### src/rtl/fifo_bank_pkg.sv
// Shared constants, types and helpers for the four-lane ingress FIFO bank.
package fifo_bank_pkg;
  localparam int N_LANES   = 4;
  localparam int DATA_W    = 12;
  localparam int DEPTH     = 8;
  localparam int AF_LVL    = 6;
  localparam int PTR_W     = $clog2(DEPTH);
  localparam int CNT_W     = PTR_W + 1;

  typedef logic [$clog2(N_LANES)-1:0] lane_idx_t;

  // Keep only the lowest set bit of a pop request so an illegal multi-hot
  // request still serves exactly one lane.
  function automatic logic [N_LANES-1:0] lowest_set(input logic [N_LANES-1:0] v);
    logic [N_LANES-1:0] r;
    logic               found;
    r     = '0;
    found = 1'b0;
    for (int i = 0; i < N_LANES; i++) begin
      if (v[i] && !found) begin
        r[i]  = 1'b1;
        found = 1'b1;
      end
    end
    return r;
  endfunction
endpackage

### src/rtl/fifo_lane.sv
// One FIFO lane: storage, wrapping pointers, occupancy count and flags.
// Flags are decoded from the registered count only.
module fifo_lane
  import fifo_bank_pkg::*;
#(
  parameter int LANE_DATA_W = 12,
  parameter int LANE_DEPTH  = 8,
  parameter int LANE_AF_LVL = 6
) (
  input  logic                   clk,
  input  logic                   reset,
  input  logic                   push,
  input  logic [LANE_DATA_W-1:0] din,
  input  logic                   pop,
  output logic [LANE_DATA_W-1:0] head,
  output logic                   push_ok,
  output logic                   pop_ok,
  output logic                   empty,
  output logic                   full,
  output logic                   almost_full
);
  localparam int LPTR_W = $clog2(LANE_DEPTH);
  localparam int LCNT_W = LPTR_W + 1;

  logic [LANE_DATA_W-1:0] mem [LANE_DEPTH];
  logic [LPTR_W-1:0]      wr_ptr;
  logic [LPTR_W-1:0]      rd_ptr;
  logic [LCNT_W-1:0]      count;

  assign empty       = (count == '0);
  assign full        = (count == LCNT_W'(LANE_DEPTH));
  assign almost_full = (count >= LCNT_W'(LANE_AF_LVL));
  // A pop on an empty lane is refused even if a push lands the same cycle.
  assign push_ok     = push && !full;
  assign pop_ok      = pop && !empty;
  assign head        = mem[rd_ptr];

  // Storage write; contents are deliberately not reset.
  always_ff @(posedge clk) begin
    if (push_ok) mem[wr_ptr] <= din;
  end

  // Pointer and occupancy update; pointers wrap naturally at power-of-2 depth.
  always_ff @(posedge clk or posedge reset) begin
    if (reset) begin
      wr_ptr <= '0;
      rd_ptr <= '0;
      count  <= '0;
    end else begin
      if (push_ok) wr_ptr <= wr_ptr + LPTR_W'(1);
      if (pop_ok)  rd_ptr <= rd_ptr + LPTR_W'(1);
      case ({push_ok, pop_ok})
        2'b10:   count <= count + LCNT_W'(1);
        2'b01:   count <= count - LCNT_W'(1);
        default: count <= count;
      endcase
    end
  end
endmodule

### src/rtl/fifo_bank_in.sv
// Four-lane ingress FIFO bank with one muxed, registered read port.
// Optional sticky error flags are built only when FIFO_ERR_EN is defined.
//
// Read handshake: pop[i] is a request; it is accepted when it is the lowest
// set pop bit and lane i is non-empty. An accepted pop puts the head word on
// fifo_out with valid_out=1 one cycle later. Without an accepted pop valid_out
// drops to 0 and fifo_out keeps its last value. Writes have no back-pressure
// beyond almost_full: a push to a full lane is dropped.
module fifo_bank_in
  import fifo_bank_pkg::*;
#(
  parameter int DATA_W = fifo_bank_pkg::DATA_W,
  parameter int DEPTH  = fifo_bank_pkg::DEPTH,
  parameter int AF_LVL = fifo_bank_pkg::AF_LVL
) (
  input  logic                      clk,
  input  logic                      reset,
  input  logic [N_LANES-1:0]        push,
  input  logic [N_LANES*DATA_W-1:0] data_in,
  input  logic [N_LANES-1:0]        pop,
  output logic [DATA_W-1:0]         fifo_out,
  output logic                      valid_out,
  output logic [N_LANES-1:0]        empty,
  output logic [N_LANES-1:0]        almost_full,
  output logic [N_LANES-1:0]        err
);
  logic [N_LANES-1:0] pop_sel;
  logic [N_LANES-1:0] pop_ok;
  logic [N_LANES-1:0] push_ok;
  logic [N_LANES-1:0] full;
  logic [DATA_W-1:0]  heads [N_LANES];
  logic [DATA_W-1:0]  rd_word;

  assign pop_sel = lowest_set(pop);

  for (genvar i = 0; i < N_LANES; i++) begin : g_lane
    fifo_lane #(
      .LANE_DATA_W(DATA_W),
      .LANE_DEPTH (DEPTH),
      .LANE_AF_LVL(AF_LVL)
    ) u_lane (
      .clk        (clk),
      .reset      (reset),
      .push       (push[i]),
      .din        (data_in[i*DATA_W +: DATA_W]),
      .pop        (pop_sel[i]),
      .head       (heads[i]),
      .push_ok    (push_ok[i]),
      .pop_ok     (pop_ok[i]),
      .empty      (empty[i]),
      .full       (full[i]),
      .almost_full(almost_full[i])
    );
  end

  // Select the head of the single accepted lane (pop_ok is at most one-hot).
  always_comb begin
    rd_word = '0;
    for (int i = 0; i < N_LANES; i++) begin
      if (pop_ok[i]) rd_word = heads[i];
    end
  end

  // Registered read port: load on an accepted pop, otherwise hold the word.
  always_ff @(posedge clk or posedge reset) begin
    if (reset) begin
      fifo_out  <= '0;
      valid_out <= 1'b0;
    end else begin
      valid_out <= |pop_ok;
      if (|pop_ok) fifo_out <= rd_word;
    end
  end

`ifdef FIFO_ERR_EN
  logic               multi_hot;
  logic [N_LANES-1:0] err_set;
  logic [N_LANES-1:0] err_q;

  assign multi_hot = (pop & (pop - N_LANES'(1))) != '0;
  assign err_set   = (push & full) | (pop & empty) | (multi_hot ? pop : '0);
  assign err       = err_q;

  // Sticky error capture; only reset clears it.
  always_ff @(posedge clk or posedge reset) begin
    if (reset) err_q <= '0;
    else       err_q <= err_q | err_set;
  end
`else
  assign err = '0;
  logic unused_ok;
  assign unused_ok = ^push_ok ^ ^full;
`endif
endmodule

### config.mk
export PLATFORM = sky130hd
export DESIGN_NAME = fifo_bank_in
export DESIGN_NICKNAME = d
export VERILOG_FILES = /design/src/rtl/fifo_bank_pkg.sv /design/src/rtl/fifo_lane.sv /design/src/rtl/fifo_bank_in.sv
export SDC_FILE = /design/constraint.sdc
export NUM_CORES = 1
export LEC_CHECK = 0
export BUFFER_PORTS_ARGS = -buffer_cell sky130_fd_sc_hd__buf_2
export CAP_MARGIN = 30
export CORE_UTILIZATION = 54
export CTS_CLUSTER_SIZE = 30
export DETAILED_ROUTE_END_ITERATION = 6
export PLACE_DENSITY = 0.71
export SYNTH_ARGS = -nofsm -noshare
export SYNTH_HDL_FRONTEND = slang
export SYNTH_SLANG_ARGS = --single-unit
### constraint.sdc
create_clock -name clk -period 5.6 [get_ports clk]
set_clock_uncertainty 0.2 [all_clocks]
set_input_delay 0.84 -clock clk [delete_from_list [all_inputs] [get_ports clk]]
set_output_delay 0.84 -clock clk [all_outputs]
set_load 0.01 [all_outputs]
* After elaboration in Yosys (flattened, before gate mapping)
Memories as Yosys holds them, arrays and structs flattened.
Index checks and enable logic that the tools add are counted.
** Word-level totals
- Bits in registers :: 53
- Logic and storage cells :: 103
- Memories kept :: 4
- Output and inout port bits :: 25
- RAM bits :: 384
- Input port bits :: 58
** Memory list
- g_lane[0].u_lane.mem :: depth 8, width 12, read ports 1, clocked after memory_dff 0, write ports 1, line fifo_lane.sv:25 : logic [LANE_DATA_W-1:0] mem [LANE_DEPTH];
- g_lane[1].u_lane.mem :: depth 8, width 12, read ports 1, clocked after memory_dff 0, write ports 1, line fifo_lane.sv:25
- g_lane[2].u_lane.mem :: depth 8, width 12, read ports 1, clocked after memory_dff 0, write ports 1, line fifo_lane.sv:25
- g_lane[3].u_lane.mem :: depth 8, width 12, read ports 1, clocked after memory_dff 0, write ports 1, line fifo_lane.sv:25
** Cells by class
- Mux-type cells :: 22
- Equal/unequal tests :: 12
- Magnitude comparators :: 4
- Reductions and logical operators :: 31
- Add/sub/neg operators :: 16
** Operators by type and width (number)
- two-way mux 12 bit :: 4
- case mux 4 bit (2 select lines) :: 4
- adder 3 x 1 -> 3 bit (second input constant) :: 8
- adder 4 x 1 -> 4 bit (second input constant) :: 4
- == test 4 bit (second input constant) :: 4
- >= comparator 4 x 3 -> 1 bit (second input constant) :: 4
- zero test 4 bit :: 4
- subtractor 4 x 1 -> 4 bit (second input constant) :: 4
- two-way mux 1 bit :: 14
- logical AND 1 bit :: 11
- zero test 1 bit :: 11
- == test 2 x 1 -> 1 bit (second input constant) :: 4
- == test 2 bit (second input constant) :: 4
- nonzero test 2 bit :: 4
- OR reduction 4 bit :: 1

* Longest topological paths before layout
Gate-level depths: netlist (run 1).
- Depth after elaboration :: 13
- Depth in mapped cells :: 12
- Gate-level depth less buffers :: 11

* Cells and area by module
Synthesis (run 1) repeated with hierarchy kept, for this count alone.
** Second synthesis, totals
- Cell total of the unflattened synthesis :: 942
- Area, all modules :: 18415.2 um^2
** By module, submodules not included
- fifo_lane :: area each 4357.9 um^2, times used 4, cells an instance 209
- fifo_bank_in :: area each 983.4 um^2, times used 1, cells an instance 106

* Worst setup path after synthesis (run 1)
No wires, ideal clock.
- Path type :: input -> register
- Start :: input port pop[0]
- End :: register g_lane[3].u_lane.count[2]
- Stages on the path :: 11
- Path buffers :: 2
- Data required time :: 5.271 ns
- Path slack :: 2.556 ns
- Library setup time :: 0.129 ns
- Arrival :: 2.715 ns
- Path through :: nor2_1 nor4bb_1 buf_2 clkbuf_1 ha_1 xor2_1 ha_1 a21oi_1 xor2_1 nor2_1 xor2_1
** Between the ends
- Longest elaborated chain between the ends :: 13
- Elaborated cells on any way between the ends :: 15
- Classes of those cells :: 2 x eq/ne; 5 x mux; 8 x reduce/logical
** RTL lines
- start, declared :: line fifo_bank_in.sv:20 : input logic [N_LANES-1:0] pop,
- two-way mux 1 bit * :: line fifo_bank_pkg.sv:20 : if (v[i] && !found) begin
- zero test 1 bit :: line fifo_bank_pkg.sv:20
- logical AND 1 bit :: line fifo_bank_pkg.sv:20
- two-way mux 1 bit * :: line fifo_bank_pkg.sv:20
- zero test 1 bit :: line fifo_bank_pkg.sv:20
- logical AND 1 bit :: line fifo_bank_pkg.sv:20
- two-way mux 1 bit * :: line fifo_bank_pkg.sv:20
- zero test 1 bit * :: line fifo_bank_pkg.sv:20
- logical AND 1 bit * :: line fifo_bank_pkg.sv:20
- two-way mux 1 bit * :: line fifo_bank_pkg.sv:20
- logical AND 1 bit * :: line fifo_lane.sv:35 : assign pop_ok = pop && !empty;
- == test 2 x 1 -> 1 bit or == test 2 bit (tied branches) :: line fifo_lane.sv:52 : case ({push_ok, pop_ok})
- case mux 4 bit (2 select lines) or nonzero test 2 bit (tied branches)
- end signal, assigned :: line fifo_lane.sv:53 : 2'b10: count <= count + LCNT_W'(1);
- end signal, assigned :: line fifo_lane.sv:54 : 2'b01: count <= count - LCNT_W'(1);
- end signal, assigned :: line fifo_lane.sv:55 : default: count <= count;
- end, declared :: line fifo_lane.sv:28 : logic [LCNT_W-1:0] count;
Every way passes the cells marked *; elsewhere a longest branch is shown, timed or not.
A chain may end at the register's enable or synchronous reset.

* Worst setup path in the final report (run 1)
- Start :: register g_lane[0].u_lane.count[1]
- End :: register g_lane[0].u_lane.count[2]
** Between the ends
- Longest elaborated chain between the ends :: 5
- Elaborated cells on any way between the ends :: 12
- Classes of those cells :: 2 x add/sub; 3 x eq/ne; 1 x mux; 6 x reduce/logical
** RTL lines (line)
- start, declared :: fifo_lane.sv:28
- start signal, assigned :: fifo_lane.sv:53
- start signal, assigned :: fifo_lane.sv:54
- start signal, assigned :: fifo_lane.sv:55
- == test 4 bit or zero test 4 bit (tied branches) :: fifo_lane.sv:31, fifo_lane.sv:30
- zero test 1 bit, on equally long branches :: fifo_lane.sv:34, fifo_lane.sv:35
- logical AND 1 bit, on equally long branches :: fifo_lane.sv:34, fifo_lane.sv:35
- == test 2 x 1 -> 1 bit or == test 2 bit (tied branches) :: fifo_lane.sv:52
- case mux 4 bit (2 select lines) or nonzero test 2 bit (tied branches)
Several ways; a longest one is shown, not always the timed one.

==> summary.md, run 1 <==
| Metric | Value |
|---|---|
| Status | `completed` |
| Pre-CTS WS | `2.224 ns` |
| Max FO, Critical Path | `18` |
| Nets | `about 1200` |
| Total negative slack | `0 ns` |
| Power per Cell Area | `512.9 nW/um^2` |
| Cts repair resizes | `0` |
| Remaining Overflow, GRT | `0` |
| Clk sink count | `roughly 440` |
| Die area | `33630 um^2` |
| Mapped cell area | `between 15000 and 20000 um^2` |
| FP Rows | `66` |
| Die Ht | `around 180 um` |
| First-pass GRT wire length | `54430 um` |
| Slowest CP cell | `nor2b_2` |
| RSZ-0062 raised after global routing | `false` |
| DP Wirelength | `around 23000 um` |
| Seq/Total Area, Yosys | `around 72%` |
| Req. time, crit path | `between 5 and 6 ns` |
| Hold crit path type | `in -> async` |
| Cells after Synth | `around 1000` |
| Pre-antenna DRT Iters | `5` |
| PnR worst setup slack | `roughly 2.7 ns` |
| Most frequent CP cell | `xor2_1` |
| Delay-heaviest family, CP | `simple AND/OR/NAND/NOR gates` |
| FF+latch count, synth | `approximately 440` |
| WP buf/inv | `0` |
| Max-slew violations | `0` |
| CP max stage delay | `roughly 0.8 ns` |
| Synth warn | `0` |
| Total power | `around 10000 uW` |
| Static leakage power | `between 0.007 and 0.008 uW` |
| Num ports | `83` |
| Via density | `about 5.7` |
| Effective utilization at floorplan | `approximately 55%` |
| CTS root buf | `clkbuf_16` |
| Share of post-route cells with drive strength above 1 | `22.07%` |
| Final setup viols | `0` |
| H-Tree Depth | `2` |
| Period minus WS final | `just under 3 ns` |
| CP Data Arrival Time | `approximately 3.2 ns` |
| Worst-path cell chain | `nor4_4 > nor2b_2 > ha_1 > xor2_1 > ha_1 > a21oi_1 > xor2_1 > nor2_1 > xor2_1` |
| Pin count of the biggest net entering global routing | `54` |
| Count of final hold-check violations | `0` |
| Worst slew pin tran | `between 1 and 1.5 ns` |
| Iter 0 DRT Violations | `800` |
| TritonCTS clock tree | `built` |
| Max cap viols | `0` |
| Slew HR | `around 32%` |
| CTS clk-pin slew, worst paths | `approximately 0.070 ns` |
| Type of origin of the critical path | `register` |
| Gr usage total | `a little over a fifth` |
| Area delta synth->final | `14.18%` |
| Core area | `32450 um^2` |
| Vias in the first global route | `between 9000 and 10000` |
| Worst Setup Path Type | `reg -> reg` |
| Port Buf Inserts | `78` |
| Post-route ant nets | `0` |
| Latest clock arrival within the worst-skew pair | `around 0.54 ns` |
| Fin crit share | `between 50% and 60%` |
| Final wirelength | `approximately 36000 um` |
| Post-CTS Hold Buffers | `0` |
| Drt drc | `0` |
| Synth cell types | `39` |
| Mean routed wirelength per cell | `22.03 um` |
| Via count | `9278` |
| Max VDD drop | `between 0.3 and 0.4 mV` |
| TritonCTS Buffers | `44` |
| Antenna violations before repair | `4` |
| Syn Area/Cell | `~17 um^2` |
| Die Width | `approximately 180 um` |
| Post-CTS Setup Inserts | `0` |
| Maximum root-to-sink buffer count | `3` |
| Critical Path Sink Type | `register` |
| RePlAce Congestion | `slightly below 0.8` |
| FMAX | `between 300 and 400 MHz` |
-- synth_stat cells, drive strengths merged --
library cell	instances	share of area, %
nor4bb	1	0.056
clkbuf	20	0.42
buf	40	1.5
nand2	42	0.89
conb	1	0.021
mux2	21	1.3
nor2b	7	0.25
a21oi	8	0.23
bufbuf	1	0.11
xor2	19	0.94
dfrtp	53	7.5
a22oi	84	3.8
nand4	12	0.42
a21o	1	0.042
nor3	15	0.42
ha	20	1.4
nand4b	1	0.049
o22ai	4	0.14
mux2i	144	8.1
nor3b	1	0.070
and2	7	0.25
inv	6	0.13
nand3	36	1.0
xnor2	14	0.69
mux4	24	3.0
edfxtp	384	65
nand2b	17	0.60
o21ai	3	0.084
nor2	30	0.63
nor4	6	0.63
and3b	1	0.049
clkinv	1	0.021
nand3b	6	0.25
-- report_power, final --
group          internal [uW]  switching, uW  leakage, uW  total, uW
Clock                   1770           1150     0.000710       2920
Combinational           1260           1550      0.00245       2820
Sequential              4160            502      0.00411       4670
-- cell type report --
type / instances / area, um^2
fillers: 2295 / 12170
flip-flops and latches: 437 / 12860
inverters: 7 / 26.28
clock buffers: 58 / 1226
diodes: 2 / 5.005
multi-input cells: 528 / 4602
repair buffers: 126 / 774.5
well taps: 442 / 553.0
clock inverters: 22 / 239.0
-- metal layers --
layer  track usage, %  routed length (um)
met1            29.74               14940
met2            35.41               17540
met3            4.329                2317
met4            7.167                 904
met5                0                  23
-- stage by stage --
step / std cells / hold WS [ns] / cell area, um^2 / util, %
finish: 1622 / 0.3168 / 20290 / 62.51
global route: 1622 / 0.3552 / 20290 / 62.51
CTS: 1620 / 0.3261 / 20280 / 62.50
detailed placement: 1540 / 0.3119 / 18820 / 57.98
global placement: 1531 / 0.3046 / 18730 / 57.70
floorplan: 1033 / 0.2871 / 17780 / -
-- worst paths after layout --
path | startpoint | end | slack (ns) | depth (start not counted)
worst max register to register | g_lane[0].u_lane.count[1] | g_lane[0].u_lane.count[2] | 2.66 | 9
worst min register to register | g_lane[1].u_lane.wr_ptr[0] | g_lane[1].u_lane.wr_ptr[0] | 0.32 | 2
worst min-delay path | reset | g_lane[0].u_lane.wr_ptr[0] | 0.32 | 3
worst max-delay path | g_lane[0].u_lane.count[1] | g_lane[0].u_lane.count[2] | 2.66 | 9
max in group asynchronous | reset | g_lane[3].u_lane.rd_ptr[1] | 4.35 | 3
min in group clk | g_lane[1].u_lane.wr_ptr[0] | g_lane[1].u_lane.wr_ptr[0] | 0.32 | 2
-- cell families (layout without fill, tap and decap cells) --
kind of cell / after synthesis / in the layout / share of synthesized area [%]
DFF: 437 / 437 / 72.36
muxes: 189 / 189 / 12.48
and+or+nand+nor: 182 / 182 / 5.584
AOI/OAI and AO/OA: 100 / 100 / 4.295
buffers and inverters: 68 / 213 / 2.218
xor gates and xnor gates: 33 / 33 / 1.627
adders and majority gates: 20 / 20 / 1.408
other: 1 / 6 / 0.02111
-- worst register-to-register path, stage by stage (launching register included) --
cell     delay [ns]
dfrtp_1        0.51
nor4_4         0.10
nor2b_2        0.79
ha_1           0.42
xor2_1         0.10
ha_1           0.18
a21oi_1        0.14
xor2_1         0.17
nor2_1         0.06
xor2_1         0.14
-- sequential cells by signal, summed over array words and instances (netlist names) --
| signal | count |
|---|---|
| fifo_out | 12 |
| g_lane.u_lane.count | 16 |
| g_lane.u_lane.mem | 384 |
| g_lane.u_lane.rd_ptr | 12 |
| g_lane.u_lane.wr_ptr | 12 |
| valid_out | 1 |
-- layout by cell type, fill, tap and decap left out, types with 19 or more instances in the layout --
cell,Yosys,routed
clkbuf_16,0,46
dfrtp_1,53,50
nand2_1,42,42
a22oi_1,75,75
nor2_1,30,30
buf_2,21,78
xor2_1,19,19
nand3_1,36,36
buf_4,12,46
mux4_2,24,24
edfxtp_1,384,384
ha_1,20,20
mux2i_1,144,144
No activity file was read; power rests on OpenSTA's default activity.
==> run 2: changes to the inputs <==
--- a/config.mk
+++ b/config.mk
@@ -5,12 +5,13 @@
 export SDC_FILE = /design/constraint.sdc
 export NUM_CORES = 1
 export LEC_CHECK = 0
+export ABC_AREA = 1
 export BUFFER_PORTS_ARGS = -buffer_cell sky130_fd_sc_hd__buf_2
 export CAP_MARGIN = 30
 export CORE_UTILIZATION = 54
 export CTS_CLUSTER_SIZE = 30
 export DETAILED_ROUTE_END_ITERATION = 6
-export PLACE_DENSITY = 0.71
+export PLACE_DENSITY = 0.74
 export SYNTH_ARGS = -nofsm -noshare
 export SYNTH_HDL_FRONTEND = slang
 export SYNTH_SLANG_ARGS = --single-unit
==> constraint.sdc (replaced) <==
create_clock -name clk -period 2.44 [get_ports clk]
set_clock_uncertainty 0.2 [all_clocks]
set_input_delay 0.366 -clock clk [delete_from_list [all_inputs] [get_ports clk]]
set_output_delay 0.366 -clock clk [all_outputs]
set_load 0.01 [all_outputs]
==> summary.md, run 2 <==
| Metric | Value |
|---|---|
| Status | `completed (unchanged)` |
| Met2 WL | `21190 um (was 17540 um)` |
| Asr flop ratio synth | `12.13% (unchanged)` |
| Iter 0 DRT Violations | `1055 (was 800)` |
| FP Rows | `67 (was 66)` |
| Regs by FF count | `g_lane.u_lane.mem: 384 flops, g_lane.u_lane.count: 16 flops (unchanged)` |
| FF+latch count, synth | `437 (unchanged)` |
| Pre-antenna DRT Iters | `5 (unchanged)` |
| Post-route ant nets | `0 (unchanged)` |
| Max FO, Critical Path | `5 (was 18)` |
| Area delta synth->final | `16.30% (was 14.18%)` |
| CTS clk-pin slew, worst paths | `0.06 ns (was 0.07 ns)` |
| Die Width | `188.6 um (was 183.4 um)` |
| Top cells by area, synth | `edfxtp_1 61%, nand2_1 12%, dfrtp_1 7.1%, nand3_1 5.9%, inv_1 3.0% (was edfxtp_1 65%, mux2i_1 8.1%, dfrtp_1 7.5%, a22oi_1 3.2%, mux4_2 3.0%)` |
| Syn Area/Cell | `10.53 um^2 (was 17.25 um^2)` |
| Power per Cell Area | `1164 nW/um^2 (was 512.9 nW/um^2)` |
| Metal1 wirelength | `16610 um (was 14940 um)` |
| Share of total power in sequential cells | `40.1% (was 44.9%)` |
| TritonCTS Buffers | `44 (unchanged)` |
| Power share of the clock group | `26.6% (was 28.1%)` |
| Non-Filler Instances | `2428 (was 1622)` |
| Total power | `25450 uW (was 10400 uW)` |
| Core area | `33870 um^2 (was 32450 um^2)` |
| CTS root buf | `clkbuf_16 (unchanged)` |
| Most frequent cells in the layout | `605 x nand2_1, 384 x edfxtp_1, 222 x nand3_1 (was 384 x edfxtp_1, 144 x mux2i_1, 78 x buf_2)` |
| Synth top cells by count | `605 x nand2_1, 384 x edfxtp_1, 222 x nand3_1 (was 384 x edfxtp_1, 144 x mux2i_1, 75 x a22oi_1)` |
| Nets | `2022 (was 1222)` |
| Final setup viols | `0 (unchanged)` |
| Mean routed wirelength per cell | `17.45 um (was 22.03 um)` |
| Pin count of the biggest net entering global routing | `50 (was 54)` |
| Largest register by flop count | `g_lane.u_lane.mem (unchanged)` |
| Seq/Total Area, Yosys | `68.41% (was 72.36%)` |
| Worst r2r src | `g_lane[1].u_lane.count[1] (was g_lane[0].u_lane.count[1])` |
| Total negative slack | `0 ns (unchanged)` |
| Critical Path Sink Type | `output port (was register)` |
| H-Tree Depth | `2 (unchanged)` |
| Filler instances | `2580 (was 2295)` |
| Setup slack, reg-to-reg | `0.12 ns (was 2.66 ns)` |
| Combinational power share | `33.3% (was 27.1%)` |
| Static leakage power | `0.009171 uW (was 0.007267 uW)` |
| Number of synthesized flops with an enable pin | `384 (unchanged)` |
| Antenna diode count | `0 (was 2)` |
| Switching part of the total | `35.91% (was 30.84%)` |
| Count of final hold-check violations | `0 (unchanged)` |
| First-pass GRT wire length | `66160 um (was 54430 um)` |
| Cells after Synth | `1784 (was 1030)` |
| Period minus WS final | `2.380 ns` |
| DP Cell Count | `2294 (was 1540)` |
| Startpoint of the worst hold path | `pop[2]` |
| Synth cell types | `25 (was 39)` |
| Vias in the first global route | `12520 (was 9279)` |
| Top Layer Used | `met4 (was met5)` |
| Port Buf Inserts | `78 (unchanged)` |
| Most frequent cell after synthesis | `nand2_1 (was edfxtp_1)` |
| Die Ht | `188.6 um (was 183.4 um)` |
| Clk sink count | `437 (unchanged)` |
| Share of post-route cells with drive strength above 1 | `11.82% (was 22.07%)` |
| Most common cell after layout, fill and taps aside | `nand2_1 (was edfxtp_1)` |
| RSZ-0062 raised after global routing | `false (unchanged)` |
| Worst slew pin tran | `0.6036 ns (was 1.009 ns)` |
| Max-slew violations | `0 (unchanged)` |
| Multi-input logic area | `4906 um^2 (was 4602 um^2)` |
| Max cap viols | `0 (unchanged)` |
| Flip-flop and latch area | `12860 um^2 (about the same)` |
| Dominant synthesized flop cell | `edfxtp_1 (unchanged)` |
| Hold Path Depth | `5` |
| DP Wirelength | `26150 um (was 23240 um)` |
| NetSw | `9137 uW (was 3209 uW)` |
| Effective utilization at floorplan | `55.49% (was 54.75%)` |
| Hold crit path type | `in -> reg (was in -> async)` |
| Met3 WL | `3302 um (was 2317 um)` |
| Drt drc | `0 (unchanged)` |
| R2R cell count | `10 (was 9)` |
| Type of origin of the critical path | `register (unchanged)` |
| Via density | `5.310 (was 5.720)` |
| Crit Reg-Reg Endpoint | `g_lane[1].u_lane.count[2] (was g_lane[0].u_lane.count[2])` |
| Die area | `35550 um^2 (was 33630 um^2)` |
| Remaining Overflow, GRT | `0 (unchanged)` |
| Final wirelength | `42360 um (was 35730 um)` |
| Gr usage total | `24.05% (was 21.82%)` |
| Via count | `12890 (was 9278)` |
| Yosys top cell by area | `edfxtp_1 (unchanged)` |
| Synth warn | `0 (unchanged)` |
| FMAX | `around 420 MHz` |
| Req. time, crit path | `1.87 ns (was 5.81 ns)` |
| Fin crit share | `a little over nine tenths` |
| Slew HR | `59.71% (was 32.50%)` |
| Num ports | `83 (unchanged)` |
| Worst Setup Path Type | `reg -> out (was reg -> reg)` |
| TritonCTS clock tree | `built (unchanged)` |
| Max VDD drop | `0.6202 mV (was 0.3557 mV)` |
| Post-CTS Setup Inserts | `0 (unchanged)` |
| CP Data Arrival Time | `1.81 ns (was 3.15 ns)` |
| Antenna violations before repair | `0 (was 4)` |
| Max reg flops | `384 (unchanged)` |
| Pint | `16310 uW (was 7196 uW)` |
| Latest clock arrival within the worst-skew pair | `0.54 ns (about the same)` |
| Mapped cell area | `18790 um^2 (was 17770 um^2)` |
| Maximum root-to-sink buffer count | `3 (unchanged)` |
| RePlAce Congestion | `0.8070 (was 0.7687)` |
| Share of the synthesized area in the top cell type | `61.35% (was 64.90%)` |
| Worst Hold Path EP | `g_lane[2].u_lane.rd_ptr[0]` |
run 2: how the worst max path moves through the flow:
stage	startpoint	to	slack, ns	cells past startpoint
2_1_floorplan	g_lane[0].u_lane.count[0]	g_lane[0].u_lane.count[2]	0.21	11
5_1_grt	g_lane[2].u_lane.count[1]	g_lane[2].u_lane.count[2]	0.003	9
3_3_place_gp	pop[0]	g_lane[1].u_lane.count[2]	0.25	10
3_5_place_dp	g_lane[2].u_lane.count[0]	g_lane[2].u_lane.count[2]	0.07	9
6_report	g_lane[1].u_lane.count[1]	almost_full[1]	0.06	3
4_1_cts	g_lane[2].u_lane.count[0]	g_lane[2].u_lane.count[2]	0.08	9
run 2: layout make-up:
class | instances | share of cell area [%]
clock buffer | 54 | 5.352
clock inverter | 28 | 1.328
inverter | 161 | 2.765
multi-input combinational | 1104 | 22.45
sequential | 437 | 58.82
tap | 448 | 2.565
timing repair buffer | 196 | 6.720
run 2: logic make-up (layout without fill, tap and decap cells):
group / Yosys count / in the layout / share of synthesized area, %
AO/OA/AOI/OAI: 61 / 61 / 1.624
XOR/XNOR: 28 / 28 / 1.305
adder cells (fa/ha/maj): 20 / 20 / 1.331
buffers and inverters: 246 / 439 / 5.739
flip-flops: 437 / 437 / 68.41
other: 1 / 4 / 0.01995
AND/OR/NAND/NOR: 991 / 991 / 21.57
run 2: per-layer routing:
metal	track usage [%]	vias up
li1	-	6191
met2	41.43	499
met3	4.228	97
met4	8.220	0
met5	0	-
met1	30.73	6105
run 2: power groups by stage:
stage	logic (uW)	clock network, uW	registers, uW
after detailed placement	8320	0	10300
after CTS	8460	6850	10200
after global placement	8020	0	10300
final	8470	6780	10200
after global routing	9460	7170	10300
after floorplan	5830	0	10200
run 2: metrics by stage:
stage	hold WS [ns]	utilization [%]	worst slack, ns	cell area (um^2)
floorplan	0.2417	-	0.2127	18810
global placement	0.1778	58.58	0.2501	19840
detailed placement	0.1835	58.58	0.07247	19840
CTS	0.01609	64.44	0.07852	21820
global route	0.03368	64.54	0.002933	21860
finish	0.03052	64.54	0.05994	21860
run 2: repair_timing:
| item | CTS | global route |
|---|---|---|
| resized for setup | 1 | 5 |
| hold buffers | 52 | 0 |
| hold endpoints to repair | 427 | 0 |
| setup endpoints to repair | 1 | 3 |
run 2: worst max-delay path, cell delays in order (launching register included):
cell,delay [ns]
dfrtp_1,0.49
inv_1,0.09
o21ai_0,0.46
buf_2,0.23
